**src/rtl/keypad_event_queue.sv**
```systemverilog
// Debounced active-low keypad that queues press events (key index) in a FIFO,
// with an optional auto-repeat of the most recently pressed key.
module keypad_event_queue #(
    parameter  int unsigned NKEYS      = 16,
    parameter  int unsigned DEB_CYC    = 4,
    parameter  int unsigned DEPTH      = 4,
    parameter  int unsigned REPEAT_EN  = 0,
    parameter  int unsigned REPEAT_CYC = 64,
    localparam int unsigned KEY_W      = $clog2(NKEYS),
    localparam int unsigned LVL_W      = $clog2(DEPTH) + 1
) (
    input  logic             sw_clk,
    input  logic             rst,
    input  logic [NKEYS-1:0] pb,
    input  logic             key_ready,
    output logic             key_valid,
    output logic [KEY_W-1:0] key_code,
    output logic             key_down,
    output logic [LVL_W-1:0] fifo_level,
    output logic             overflow
);
    localparam int unsigned PTR_W = $clog2(DEPTH);
    localparam int unsigned RPT_W = $clog2(REPEAT_CYC);

    typedef enum logic {S_IDLE, S_ARMED} rpt_state_e;

    logic [NKEYS-1:0] sync1_q, sync2_q;
    logic [NKEYS-1:0] pressed_q, pressed_prev_q, differs, new_press;
    logic [7:0]       deb_cnt_q [NKEYS];
    logic             key_down_q;
    logic             ev_valid_q;
    logic [KEY_W-1:0] ev_code_q, new_code;

    rpt_state_e       state_q, state_d;
    logic [RPT_W-1:0] rcnt_q, rcnt_d;
    logic [KEY_W-1:0] rkey_q, rkey_d;
    logic             rep_push;

    logic [KEY_W-1:0] mem_q [DEPTH];
    logic [PTR_W-1:0] wr_ptr_q, rd_ptr_q;
    logic [LVL_W-1:0] level_q;
    logic             overflow_q;
    logic             push, pop, full, wr_en;
    logic [KEY_W-1:0] push_code;

    always_ff @(posedge sw_clk or negedge rst) begin
        if (!rst) begin
            sync1_q <= '1;
            sync2_q <= '1;
        end else begin
            sync1_q <= pb;
            sync2_q <= sync1_q;
        end
    end

    // pressed_q is active-high, synced inputs are active-low
    assign differs = ~sync2_q ^ pressed_q;

    always_ff @(posedge sw_clk or negedge rst) begin
        if (!rst) begin
            pressed_q      <= '0;
            pressed_prev_q <= '0;
            key_down_q     <= 1'b0;
            for (int unsigned i = 0; i < NKEYS; i++) begin
                deb_cnt_q[i] <= '0;
            end
        end else begin
            pressed_prev_q <= pressed_q;
            key_down_q     <= |pressed_q;
            for (int unsigned i = 0; i < NKEYS; i++) begin
                if (!differs[i]) begin
                    deb_cnt_q[i] <= '0;
                end else if (deb_cnt_q[i] == 8'(DEB_CYC - 1)) begin
                    deb_cnt_q[i] <= '0;
                    pressed_q[i] <= ~pressed_q[i];
                end else begin
                    deb_cnt_q[i] <= deb_cnt_q[i] + 8'd1;
                end
            end
        end
    end

    assign new_press = pressed_q & ~pressed_prev_q;

    // Descending scan so the lowest simultaneous press wins
    always_comb begin
        new_code = '0;
        for (int unsigned i = NKEYS; i > 0; i--) begin
            if (new_press[i-1]) new_code = KEY_W'(i - 1);
        end
    end

    always_ff @(posedge sw_clk or negedge rst) begin
        if (!rst) begin
            ev_valid_q <= 1'b0;
            ev_code_q  <= '0;
        end else begin
            ev_valid_q <= |new_press;
            ev_code_q  <= new_code;
        end
    end

    always_comb begin
        state_d  = state_q;
        rcnt_d   = rcnt_q;
        rkey_d   = rkey_q;
        rep_push = 1'b0;
        if (REPEAT_EN != 0) begin
            case (state_q)
                S_IDLE: begin
                    if (ev_valid_q) begin
                        state_d = S_ARMED;
                        rkey_d  = ev_code_q;
                        rcnt_d  = '0;
                    end
                end
                S_ARMED: begin
                    if (ev_valid_q) begin
                        rkey_d = ev_code_q;
                        rcnt_d = '0;
                    end else if (!pressed_q[rkey_q]) begin
                        state_d = S_IDLE;
                        rcnt_d  = '0;
                    end else if (rcnt_q == RPT_W'(REPEAT_CYC - 1)) begin
                        rep_push = 1'b1;
                        rcnt_d   = '0;
                    end else begin
                        rcnt_d = rcnt_q + RPT_W'(1);
                    end
                end
                default: state_d = S_IDLE;
            endcase
        end
    end

    always_ff @(posedge sw_clk or negedge rst) begin
        if (!rst) begin
            state_q <= S_IDLE;
            rcnt_q  <= '0;
            rkey_q  <= '0;
        end else begin
            state_q <= state_d;
            rcnt_q  <= rcnt_d;
            rkey_q  <= rkey_d;
        end
    end

    assign push      = ev_valid_q | rep_push;
    assign push_code = ev_valid_q ? ev_code_q : rkey_q;
    assign pop       = key_valid & key_ready;
    assign full      = (level_q == LVL_W'(DEPTH));
    assign wr_en     = push & (~full | pop);

    always_ff @(posedge sw_clk or negedge rst) begin
        if (!rst) begin
            wr_ptr_q   <= '0;
            rd_ptr_q   <= '0;
            level_q    <= '0;
            overflow_q <= 1'b0;
        end else begin
            if (wr_en) wr_ptr_q <= wr_ptr_q + PTR_W'(1);
            if (pop)   rd_ptr_q <= rd_ptr_q + PTR_W'(1);
            if (wr_en && !pop)      level_q <= level_q + LVL_W'(1);
            else if (pop && !wr_en) level_q <= level_q - LVL_W'(1);
            if (push && full && !pop) overflow_q <= 1'b1;
        end
    end

    always_ff @(posedge sw_clk) begin
        if (wr_en) mem_q[wr_ptr_q] <= push_code;
    end

    assign key_valid  = (level_q != '0);
    assign key_code   = key_valid ? mem_q[rd_ptr_q] : '0;
    assign key_down   = key_down_q;
    assign fifo_level = level_q;
    assign overflow   = overflow_q;

endmodule

```
**config.mk**
```make
export PLATFORM = sky130hd
export DESIGN_NAME = keypad_event_queue
export DESIGN_NICKNAME = d
export VERILOG_FILES = /design/src/rtl/keypad_event_queue.sv
export SDC_FILE = /design/constraint.sdc
export NUM_CORES = 1
export LEC_CHECK = 0
export CORE_AREA = 2 2 182 184
export DETAILED_ROUTE_END_ITERATION = 8
export DIE_AREA = 0 0 184 186
export HOLD_SLACK_MARGIN = 0.05
export PLACE_DENSITY_LB_ADDON = 0.3
export SLEW_MARGIN = 15
export SYNTH_ARGS = -nofsm -noshare
export SYNTH_HDL_FRONTEND = slang
export SYNTH_SLANG_ARGS = --single-unit
```
**constraint.sdc**
```tcl
create_clock -name sw_clk -period 2.1 [get_ports sw_clk]
set_clock_uncertainty 0.15 [all_clocks]
set_input_delay 0.315 -clock sw_clk [delete_from_list [all_inputs] [get_ports sw_clk]]
set_output_delay 0.315 -clock sw_clk [all_outputs]
set_load 0.01 [all_outputs]
```
* Yosys cells after proc, flatten, opt, wreduce, memory -nomap -nowiden
Memories as Yosys holds them, arrays and structs flattened. Cells that the tools add are included.
Word-level totals: flip-flop bits (word level) 206, RAM bits 16, input port bits 19, output and inout bits 10, logic and storage cells 184, memories 1
Memory list:
- mem_q | words 4, bits a word 4, rd ports 1, clocked after Yosys merged registers in 0, write ports 1, line 39 | logic [KEY_W-1:0] mem_q [DEPTH];
Cells by class: $add $sub $neg 20, equal/unequal tests 17, muxes and demuxes 54, bitwise logic cells 24, reductions and logical operators 26
Operator list (number):
- $mux 8 | 32
- $add 8x1->8 const B | 16
- $eq 8x2->1 const B | 16
- $mux 4 | 18
- $not 16->16 | 2
- $reduce_and 2->1 | 16
- $reduce_or 16->1 | 2
- $not 1->1 | 17
- $and 16x16->16 | 1
- $xor 16x16->16 | 1
- $mux 3 | 2
- $add 2x1->2 const B | 2
- $logic_and 1x1->1 | 4
- $add 3x1->3 const B | 1
- $eq 3x3->1 const B | 1
- $reduce_bool 3->1 | 1
- $sub 3x1->3 const B | 1
- $and 1x1->1 | 2
- $logic_not 1->1 | 2
- $mux 1 | 2
- $reduce_bool 2->1 | 1
- $or 1x1->1 | 1

* Depth between registers and ports, before layout
Gate-level depths: netlist of the first run.
word-level depth 18, gate-level depth with buffers 9, depth with buffers taken out 8

* Least setup slack after synthesis of the first run
OpenSTA, ideal clock, no wires.
path type register -> register, start register level_q[0] (netlist: fifo_level[0]), end register level_q[2] (netlist: fifo_level[2]), library setup time 0.079 ns, arrival time 2.089 ns, required time 1.871 ns, path slack -0.218 ns, stages on the path, launching flop included 10, buffers on the path 1, cell sequence dfrtp_1 -> or3_1 -> clkbuf_1 -> nand2_1 -> ha_1 -> inv_1 -> fa_1 -> xor2_1 -> nor2_1 -> xor2_1
Between the ends: word-level cells in the longest chain between the ends 7, elaborated cells on any way between the ends 15, classes of those cells add/sub: 2; eq/ne: 1; mux: 2; bitwise: 4; reduce/logical: 6
Ends and longest elaborated chain:
- start: declaration | line 41 | logic [LVL_W-1:0] level_q;
- start signal: assignment | line 163 | if (wr_en && !pop) level_q <= level_q + LVL_W'(1);
- start signal: assignment | line 164 | else if (pop && !wr_en) level_q <= level_q - LVL_W'(1);
- $reduce_bool 3->1 * | line 173 | assign key_valid = (level_q != '0);
- via key_valid | line 16 | output logic key_valid,
- $and 1x1->1 * | line 150 | assign pop = key_valid & key_ready;
- $or 1x1->1 | line 152 | assign wr_en = push & (~full | pop);
- $and 1x1->1 | line 152
- $logic_not 1->1 | line 164
- $logic_and 1x1->1 | line 164
- $reduce_bool 2->1 (no source line)
The timed path passes the listed nets; every way through them passes the cells marked *. The select of a mux whose other input is x is not followed. A chain may end at the register's enable or synchronous reset.

* Worst setup path after layout of the first run
start register rd_ptr_q[0], end output port key_code[0]
Between the ends: word-level cells in the longest chain between the ends 2
Ends and longest elaborated chain:
- start: declaration | line 40 | logic [PTR_W-1:0] wr_ptr_q, rd_ptr_q;
- start signal: assignment | line 162 | if (pop) rd_ptr_q <= rd_ptr_q + PTR_W'(1);
- $mem_v2 4x4
- $mux 4 | line 174 | assign key_code = key_valid ? mem_q[rd_ptr_q] : '0;
- end: declaration | line 17 | output logic [KEY_W-1:0] key_code,
Every way passes these cells.

==> results.tsv, run 1 <==
stage	metric	value	unit
global_route	number of global-route vias before repair	5752	
synth	syn nets	814	
clock_tree	TritonCTS buffer count	25	
place	GP Congestion	0.754	
floorplan	core area	32200	sq um
global_route	largest net degree at the start of global routing	55	
drt	DRT Wirelength	15100	um
timing	Tcrit/Tclk final	107	%
place	Cells after DPL	1227	
timing	fin worst setup slack	-0.137	ns
clock_tree	CTS HTree Levels	1	
pwr	P_leak	4.94	nW
global_route	initial antenna violation count	0	
synth	number of synthesized register bits	222	
synth	Post-synth EDFFs	16	
timing	RSZ-0062 raised after global routing	true	
drt	Detail Route Antenna Nets	0	
place	pre-CTS WS	-0.383	ns
timing	slew of the pin with the lowest slew margin	0.423	ns
timing	Highest Clock Rate	0.447	GHz
drt	drt via density	4.34	
synth	Synth warnings	0	
setup_path	Req. time, crit path	1.63	ns
floorplan	starting density of the core	28.7	%
final_layout	diodes inserted	0	
synth	Post-Syn Area	9230	sq um
final_layout	most common cell after layout, fill and taps aside	dfrtp_1	
final_layout	fill count	3146	
drt	initial DRC count	339	
global_route	total track usage	9.57	%
timing	final hold slack	0.0741	ns
clock_tree	CTS tree	yes	
floorplan	Die Height	186	um
final_layout	Non-Filler Instances	1287	
worst_hold_path	min-delay worst type	in2reg	
synth	syn_area_per_cell	11.9	sq um
setup_path	critical path launch point type	flop	
run_status	failing checks	setup timing	
setup_path	peak fanout along the critical path	3	
clock_tree	Num Clock Sinks	222	
place	port bufs	28	
synth	Seq/Total Area, Yosys	61.5	%
timing	max-slew violation count	0	
setup_path	nature of the critical path endpoint	output pin	
synth	main flop type after synthesis	dfrtp_1	
place	DP Area	10300	sq um
floorplan	Die W	184	um
floorplan	row cnt	66	
synth	count of different cell masters after synthesis	42	
drt	Remaining DRCs	0	
drt	DR WL/cell	11.8	um
timing	max_slew headroom	71.0	%
drt	Via Count	5589	
synth	cells after synthesis	773	
floorplan	Die ar.	34200	sq um
run_status	status	finished, violations left	
global_route	first-pass GRT wire length	27500	um
timing	Final setup viols	5	
setup_path	critical path class	reg2out	
timing	Final Hold Fails	0	
final_layout	Final nets	901	
global_route	GRT Residual Overflow	0	
drt	1st-pass router iterations	4	
final_layout	Finished Cell Area	11300	sq um
pwr	PD cells	1240	nW/um^2
synth	Synth async-reset ratio	92.8	%
final_layout	Synth-to-Final Area Change	22.0	%
place	DP Wirelength	10400	um
floorplan	io pins	29	
clock_tree	CTS Buffer Depth	3	
run	max cap viols	0	
pwr	VDD IR-drop max	780	uV
final_layout	commonest non-fill, non-tap cells in the layout	171 x dfrtp_1, 93 x nor2_1, 75 x xor2_1, 74 x nand3_1, 45 x nand2_1	
clock_tree	Root Buffer	clkbuf_16	
clock_tree	CTS clk-pin slew, worst paths	0.06	ns
final_layout	share of layout cells above drive strength 1	18.4	%
clock_tree	clk_lat worst skew	0.52	ns
setup_path	WP data arrival	1.77	ns
timing	Final min period	2.24	ns
cells in the mapped netlist, types with 6 or more instances:
cell type | count | area, sq um
and2_1 | 19 | 119
o21ai_1 | 18 | 90.1
nor3_1 | 11 | 55.1
and3_1 | 42 | 263
xnor2_1 | 43 | 377
nor4_1 | 6 | 37.5
dfstp_2 | 32 | 841
nor2_2 | 28 | 175
nand3_1 | 74 | 370
ha_1 | 21 | 263
nand2_1 | 46 | 173
nor2_1 | 93 | 349
dfrtp_1 | 174 | 4350
nor4b_1 | 11 | 96.3
edfxtp_1 | 16 | 480
nor2b_1 | 11 | 68.8
xor2_1 | 75 | 657
final timing paths:
kind                                      startpoint                         to  slack, ns  depth (start not counted)
setup / recovery             rd_ptr_q[0]$_DFFE_PN0P_                key_code[0]      -0.14                          4
hold / removal                                pb[14]      sync1_q[14]$_DFF_PN1_       0.07                          1
setup reg to reg           fifo_level[1]$_DFFE_PN0P_  fifo_level[1]$_DFFE_PN0P_      -0.03                          7
hold reg to reg                 sync1_q[0]$_DFF_PN1_       sync2_q[0]$_DFF_PN1_       0.20                          0
max in group asynchronous                        rst      sync1_q[13]$_DFF_PN1_       0.97                          3
min in group asynchronous                        rst    deb_cnt_q[90]$_DFF_PN0_       0.15                          2
state kept, by name, summed over array words and instances, names as in the netlist:
| name | flops |
|---|---|
| sync1_q | 16 |
| ev_valid_q | 1 |
| fifo_level | 3 |
| pressed_prev_q | 16 |
| mem_q | 16 |
| overflow | 1 |
| wr_ptr_q | 2 |
| rd_ptr_q | 2 |
| sync2_q | 16 |
| key_down | 1 |
| ev_code_q | 4 |
| pressed_q | 16 |
| deb_cnt_q | 128 |
metal layers:
layer / vias to the layer above / GRT usage (%) / share of wire (%)
met3: 25 / 1.82 / 3.2
met1: 2681 / 13.1 / 50
met4: 0 / 3.01 / 2.2
li1: 2826 / - / -
met5: - / 0 / 0
met2: 57 / 15.3 / 45
what timing repair did:
action,CTS,global route
buffers inserted,5,1
hold buffers,8,0
resized for setup,28,3
pin swaps,7,7
endpoints found under the setup margin,7,7
endpoints found under the hold margin,187,0
cells by family after synthesis:
logic type | count (synthesis) | synth area share (%)
DFF | 222 | 61.5
buffers and inverters | 10 | 0.407
muxes | 5 | 1.10
and+or+nand+nor | 362 | 20.5
AOI/OAI and AO/OA | 34 | 2.21
adders and majority gates | 22 | 3.06
xor gates and xnor gates | 118 | 11.2
where the power goes:
| group | switching, mW | internal, mW |
|---|---|---|
| clock | 1.69 | 2.70 |
| sequential | 0.774 | 5.34 |
| combinational | 1.78 | 1.69 |
| total | 4.25 | 9.73 |
critical path: stages, from the launching register on:
cell	delay, ns
dfrtp_2	0.40
buf_12	0.12
mux4_2	0.48
and2_1	0.14
buf_2	0.13
final cells by class:
class                      instances  area, sq um  share of cell area (%)
multi-input combinational        541         3570                    31.7
clock inverter                    14          160                    1.42
clock buffer                      32          692                    6.14
inverter                           7         26.3                   0.233
tap                              408          510                    4.53
timing repair buffer              63          624                    5.54
sequential                       222         5680                    50.4
per-stage QoR:
stage	total power [mW]	setup TNS, ns	utilization, %
final	14.0	-0.562	35.0
after floorplan	8.36	-0.117	-
after detailed placement	9.61	-0.761	31.8
after global routing	15.0	-0.976	35.0
after global placement	9.57	-0.541	31.8
after CTS	14.2	-0.666	34.9
Power figures use the tool's default switching activity.
==> run 2: changes to the inputs <==
Clock period 2.1 ns to 2.57 ns, I/O delays scaled along.
==> run 2 against run 1 <==
The flow now finishes without violations. Clock power down 16%. Critical path depth did not move. Power shrank 19%. Utilization fell by 0.85 points. First-iteration DRC count is 27% lower. Final cell count shrank 1.9%. Non-clock buffer count is 25 lower. Sequential power is 18% lower. Sequential cell count unchanged.
==> results.tsv, run 2 (synthesis gave the netlist of run 1 again) <==
stage	metric	value	unit	change
setup_path	peak fanout along the critical path	4		+1
final_layout	commonest non-fill, non-tap cells in the layout	173 x dfrtp_1, 93 x nor2_1, 75 x xor2_1, 74 x nand3_1, 46 x nand2_1		
drt	Via Count	5492		-1.7%
final_layout	diodes inserted	0		unchanged
drt	1st-pass router iterations	4		unchanged
timing	max-slew violation count	0		unchanged
drt	initial DRC count	249		-27%
place	DP Wirelength	9970	um	-3.7%
global_route	initial antenna violation count	0		unchanged
floorplan	Die ar.	34200	sq um	unchanged
pwr	Clk pwr share	32.8	%	+1.4 points
place	GP Congestion	0.761		+0.93%
setup_path	family with the most delay on the worst path	multiplexers		
pwr	VDD IR-drop max	542	uV	-30%
clock_tree	TritonCTS buffer count	25		unchanged
timing	Final min period	2.48	ns	
clock_tree	CTS Buffer Depth	3		unchanged
final_layout	most common cell after layout, fill and taps aside	dfrtp_1		
global_route	total track usage	9.48	%	-0.092 points
timing	final hold slack	0.123	ns	+0.0488 ns
final_layout	Final nets	876		-2.8%
clock_tree	CTS tree	yes		
floorplan	Die W	184	um	unchanged
setup_path	slowest CP cell	mux4_2		
setup_path	CP bufs+invs	2		unchanged
setup_path	Req. time, crit path	2.03	ns	+0.40 ns
final_layout	Largest register FFs	128		unchanged
timing	max_slew headroom	72.9	%	+1.8 points
final_layout	Most flops, register	deb_cnt_q		
floorplan	core area	32200	sq um	unchanged
worst_hold_path	min-delay worst type	in2reg		
setup_path	critical path class	reg2out		
global_route	number of global-route vias before repair	5563		-3.3%
final_layout	Multi-input gate area	3520	sq um	-1.3%
timing	slew of the pin with the lowest slew margin	0.396	ns	-0.0270 ns
final_layout	Finished Core Util	34.1	%	-0.85 points
drt	DR WL/cell	11.9	um	+1.3%
timing	Highest Clock Rate	0.403	GHz	
setup_path	critical path launch point type	flop		
final_layout	sequential cell area	5680	sq um	about the same
run_status	status	completed		
place	DP Area	10100	sq um	-1.8%
pwr	sw power	3.42	mW	-19%
place	port bufs	28		unchanged
clock_tree	Num Clock Sinks	222		unchanged
global_route	largest net degree at the start of global routing	74		+35%
timing	Final setup viols	0		-5
global_route	first-pass GRT wire length	27200	um	-1.1%
clock_tree	clk_lat worst skew	0.52	ns	about the same
floorplan	starting density of the core	28.7	%	unchanged
setup_path	nature of the critical path endpoint	output pin		
floorplan	io pins	29		unchanged
run	max cap viols	0		unchanged
timing	Final Hold Fails	0		unchanged
global_route	GRT Residual Overflow	0		unchanged
floorplan	Die Height	186	um	unchanged
drt	Detail Route Antenna Nets	0		unchanged
timing	setup TNS	0	ns	+0.562 ns
pwr	P_leak	4.80	nW	-3.0%
setup_path	WP data arrival	1.95	ns	+0.18 ns
pwr	PD cells	1030	nW/um^2	-17%
final_layout	Finished Cell Area	11000	sq um	-2.4%
final_layout	share of layout cells above drive strength 1	14.8	%	-3.7 points
clock_tree	CTS HTree Levels	1		unchanged
pwr	sequential power share	44.5	%	+0.8 points
floorplan	row cnt	66		unchanged
final_layout	Synth-to-Final Area Change	19.0	%	
setup_path	crit-path max cell delay	0.48	ns	about the same
setup_path	Critical Path, Cell by Cell	buf_4, mux4_2, and2_1, dlygate4sd2_1		
drt	DRT Wirelength	15000	um	-0.69%
drt	Remaining DRCs	0		unchanged
final_layout	fill count	3215		+2.2%
pwr	sw frac	30.4	%	about the same
pwr	Logic pwr share	22.7	%	-2.2 points
pwr	Internal	7.85	mW	-19%
timing	Tcrit/Tclk final	96.6	%	
drt	drt via density	4.35		+0.21%
clock_tree	CTS clk-pin slew, worst paths	0.06	ns	about the same
timing	RSZ-0062 raised after global routing	false		
clock_tree	Root Buffer	clkbuf_16		
==> run 2: cell types whose count changed in the layout (fill, tap and decap cells not counted), sizes merged <==
cell / previous run / this run
buf: 32 / 9
bufinv: 3 / 4
clkbuf: 33 / 35
clkdlybuf4s50: 21 / 23
clkinv: 6 / 4
dlygate4sd2: 1 / 4
dlygate4sd3: 8 / 1
inv: 9 / 8
==> run 2: what timing repair did <==
action                     in CTS  in global routing
setup endpoints to repair       4                  0
hold buffers                    1                  0
buffers inserted                4                  0
hold endpoints to repair       43                  0
resized for setup               6                  0
==> run 2: metal layers <==
metal	vias to the layer above	global-route usage, %	share of wire [%]
met2	62	14.6	44
li1	2764	-	-
met3	26	1.92	3.3
met1	2640	13.5	51
met4	0	2.78	2.6
met5	-	0	0
==> run 2: final cells by class <==
cell class                      instances  area share [%]
Tap cell                              408            4.65
Clock inverter                         12            1.54
Sequential cell                       222            51.7
Clock buffer                           34            6.37
Timing Repair Buffer                   38            3.47
Multi-Input combinational cell        541            32.1
Inverter                                7           0.239
==> run 2: worst paths after layout <==
path,startpoint,end,slack (ns),cells past startpoint
worst min-delay path,pb[9],sync1_q[9]$_DFF_PN1_,0.12,1
worst min register to register,sync1_q[6]$_DFF_PN1_,sync2_q[6]$_DFF_PN1_,0.20,0
worst max-delay path,rd_ptr_q[0]$_DFFE_PN0P_,key_code[0],0.09,4
worst max register to register,fifo_level[0]$_DFFE_PN0P_,fifo_level[2]$_DFFE_PN0P_,0.30,8
max in group asynchronous,rst,sync2_q[9]$_DFF_PN1_,1.29,3
min in group asynchronous,rst,deb_cnt_q[95]$_DFF_PN0_,0.23,2
==> run 2: power groups by stage <==
stage          Clock [mW]  Sequential, mW  Combinational, mW
2_1_floorplan           0            4.90               1.87
3_3_place_gp            0            5.09               2.54
3_5_place_dp            0            5.10               2.57
4_1_cts              3.83            5.04               2.61
5_1_grt              3.98            5.15               2.96
6_report             3.70            5.02               2.56
==> run 2: stage by stage <==
step / cells / worst slack [ns] / total power [mW]
2_1_floorplan: 773 / 0.252 / 6.76
3_3_place_gp: 1211 / 0.0525 / 7.64
3_5_place_dp: 1211 / -0.00994 / 7.67
4_1_cts: 1262 / 0.0521 / 11.5
5_1_grt: 1262 / 0.00160 / 12.1
6_report: 1262 / 0.0882 / 11.3
==> run 3: changes to the inputs <==
Settings changed: MAX_ROUTING_LAYER set to met4, SKIP_CTS_REPAIR_TIMING set to 1, SLEW_MARGIN 15 to 20.
==> run 3 against run 2 <==
First-iteration DRC count is 3.6% higher. Critical endpoint is now key_valid. Non-clock buffer count stayed put. Largest power group unchanged. Highest routed layer unchanged. Sequential power hardly changed. Clock power hardly changed. Die area stayed put. Largest cell class unchanged. Utilization hardly changed. Sequential share of layout area is 0.071 points lower. Critical path type unchanged.
==> results.tsv, run 3 (synthesis gave the netlist of run 1 again) <==
stage	metric	value	unit	change
run_status	status	completed		
global_route	initial antenna violation count	0		unchanged
setup_path	slowest CP cell	clkdlybuf4s50_1		
timing	slew of the pin with the lowest slew margin	0.396	ns	unchanged
setup_path	peak fanout along the critical path	7		+3
global_route	GRT Residual Overflow	0		unchanged
place	GP Congestion	0.771		+1.3%
place	DP Area	10100	sq um	unchanged
final_layout	most common cell after layout, fill and taps aside	dfrtp_1		
timing	Tcrit/Tclk final	93.3	%	-3.3 points
final_layout	diodes inserted	0		unchanged
final_layout	Final nets	876		unchanged
timing	Highest Clock Rate	0.417	GHz	+3.5%
pwr	sw power	3.42	mW	about the same
floorplan	Die Height	186	um	unchanged
setup_path	WP data arrival	1.86	ns	-0.09 ns
final_layout	Largest register FFs	128		unchanged
global_route	first-pass GRT wire length	27100	um	-0.40%
pwr	VDD IR-drop max	543	uV	about the same
clock_tree	CTS Buffer Depth	3		unchanged
final_layout	Finished Cell Area	11000	sq um	+0.14%
place	pre-CTS WS	-0.00994	ns	unchanged
pwr	Logic pwr share	22.9	%	+0.2 points
setup_path	CP bufs+invs	1		-1
setup_path	Critical Path, Cell by Cell	or3_4, clkdlybuf4s50_1		
clock_tree	Root Buffer	clkbuf_16		
drt	DR WL/cell	11.9	um	-0.13%
timing	RSZ-0062 raised after global routing	false		
pwr	PD cells	1030	nW/um^2	about the same
setup_path	Req. time, crit path	2.03	ns	about the same
setup_path	family with the most delay on the worst path	buffers and inverters		
floorplan	core area	32200	sq um	unchanged
floorplan	Die W	184	um	unchanged
setup_path	critical path launch point type	flop		
floorplan	row cnt	66		unchanged
timing	Final Hold Fails	0		unchanged
clock_tree	Num Clock Sinks	222		unchanged
pwr	Clk pwr share	32.7	%	about the same
drt	Via Count	5493		+0.018%
worst_hold_path	min-delay worst type	in2reg		
pwr	sw frac	30.3	%	-0.089 points
setup_path	nature of the critical path endpoint	output pin		
drt	DRT Wirelength	15000	um	-0.13%
floorplan	starting density of the core	28.7	%	unchanged
pwr	Internal	7.88	mW	+0.34%
global_route	total track usage	9.72	%	+0.24 points
timing	max_slew headroom	72.9	%	unchanged
global_route	number of global-route vias before repair	5537		-0.47%
timing	fin worst setup slack	0.172	ns	+0.0837 ns
final_layout	Synth-to-Final Area Change	19.2	%	
floorplan	io pins	29		unchanged
setup_path	crit-path max cell delay	0.49	ns	about the same
timing	Final min period	2.40	ns	-0.0837 ns
pwr	P_leak	4.83	nW	+0.75%
final_layout	commonest non-fill, non-tap cells in the layout	173 x dfrtp_1, 93 x nor2_1, 75 x xor2_1, 74 x nand3_1, 46 x nand2_1		
drt	Remaining DRCs	0		unchanged
clock_tree	TritonCTS buffer count	25		unchanged
final_layout	Most flops, register	deb_cnt_q		
clock_tree	clk_lat worst skew	0.52	ns	about the same
global_route	largest net degree at the start of global routing	74		unchanged
clock_tree	CTS tree	yes		
setup_path	critical path class	reg2out		
drt	initial DRC count	258		+3.6%
final_layout	share of layout cells above drive strength 1	14.8	%	unchanged
clock_tree	CTS HTree Levels	1		unchanged
timing	Final setup viols	0		unchanged
timing	max-slew violation count	0		unchanged
drt	drt via density	4.35		about the same
clock_tree	CTS clk-pin slew, worst paths	0.06	ns	about the same
place	DP Wirelength	9970	um	unchanged
place	port bufs	28		unchanged
drt	Detail Route Antenna Nets	0		unchanged
drt	1st-pass router iterations	5		+1
pwr	sequential power share	44.4	%	about the same
run	max cap viols	0		unchanged
floorplan	Die ar.	34200	sq um	unchanged
## run 3: cell count changes in the layout (fill, tap and decap cells not counted)
cell,before,now
dlygate4sd2_1,4,0
dlymetal6s2s_1,0,4
## run 3: layout make-up
cell class / instances / area [sq um]
tap: 408 / 510
inverter: 7 / 26.3
timing repair buffer: 38 / 397
fill: 3218 / 21200
clock buffer: 34 / 699
clock inverter: 12 / 169
multi-input combinational: 541 / 3520
sequential: 222 / 5680
## run 3: power groups by stage
stage	combinational, mW	sequential (mW)	clock, mW
detailed placement	2.57	5.10	0
finish	2.58	5.02	3.69
global placement	2.54	5.09	0
floorplan	1.87	4.90	0
CTS	2.58	5.05	3.83
global route	2.98	5.15	3.99
## run 3: layer usage
layer	up-vias	global-route usage, %	part of all wire (%)
li1	2766	-	-
met5	-	-	0
met3	30	1.90	3.3
met2	63	14.6	43
met4	0	2.78	2.6
met1	2634	13.4	51
## run 3: final timing paths
check / from / endpoint / slack (ns) / cells after the start
max reg2reg: fifo_level[0]$_DFFE_PN0P_ / fifo_level[2]$_DFFE_PN0P_ / 0.29 / 8
max in group asynchronous: rst / sync1_q[13]$_DFF_PN1_ / 1.29 / 3
min: pb[9] / sync1_q[9]$_DFF_PN1_ / 0.12 / 1
min reg2reg: sync1_q[6]$_DFF_PN1_ / sync2_q[6]$_DFF_PN1_ / 0.20 / 0
min in group asynchronous: rst / deb_cnt_q[95]$_DFF_PN0_ / 0.23 / 2
max: fifo_level[0]$_DFFE_PN0P_ / key_valid / 0.17 / 2
## run 3: stage by stage
| step | setup TNS, ns | hold slack (ns) | power [mW] | instances | util (%) |
|---|---|---|---|---|---|
| finish | 0 | 0.123 | 11.3 | 1262 | 34.2 |
| floorplan | 0 | -0.0601 | 6.76 | 773 | - |
| detailed placement | -0.00994 | 0.197 | 7.67 | 1211 | 31.3 |
| global placement | 0 | 0.196 | 7.64 | 1211 | 31.3 |
| global route | 0 | 0.106 | 12.1 | 1262 | 34.2 |
| CTS | -0.904 | -0.343 | 11.5 | 1257 | 34.0 |
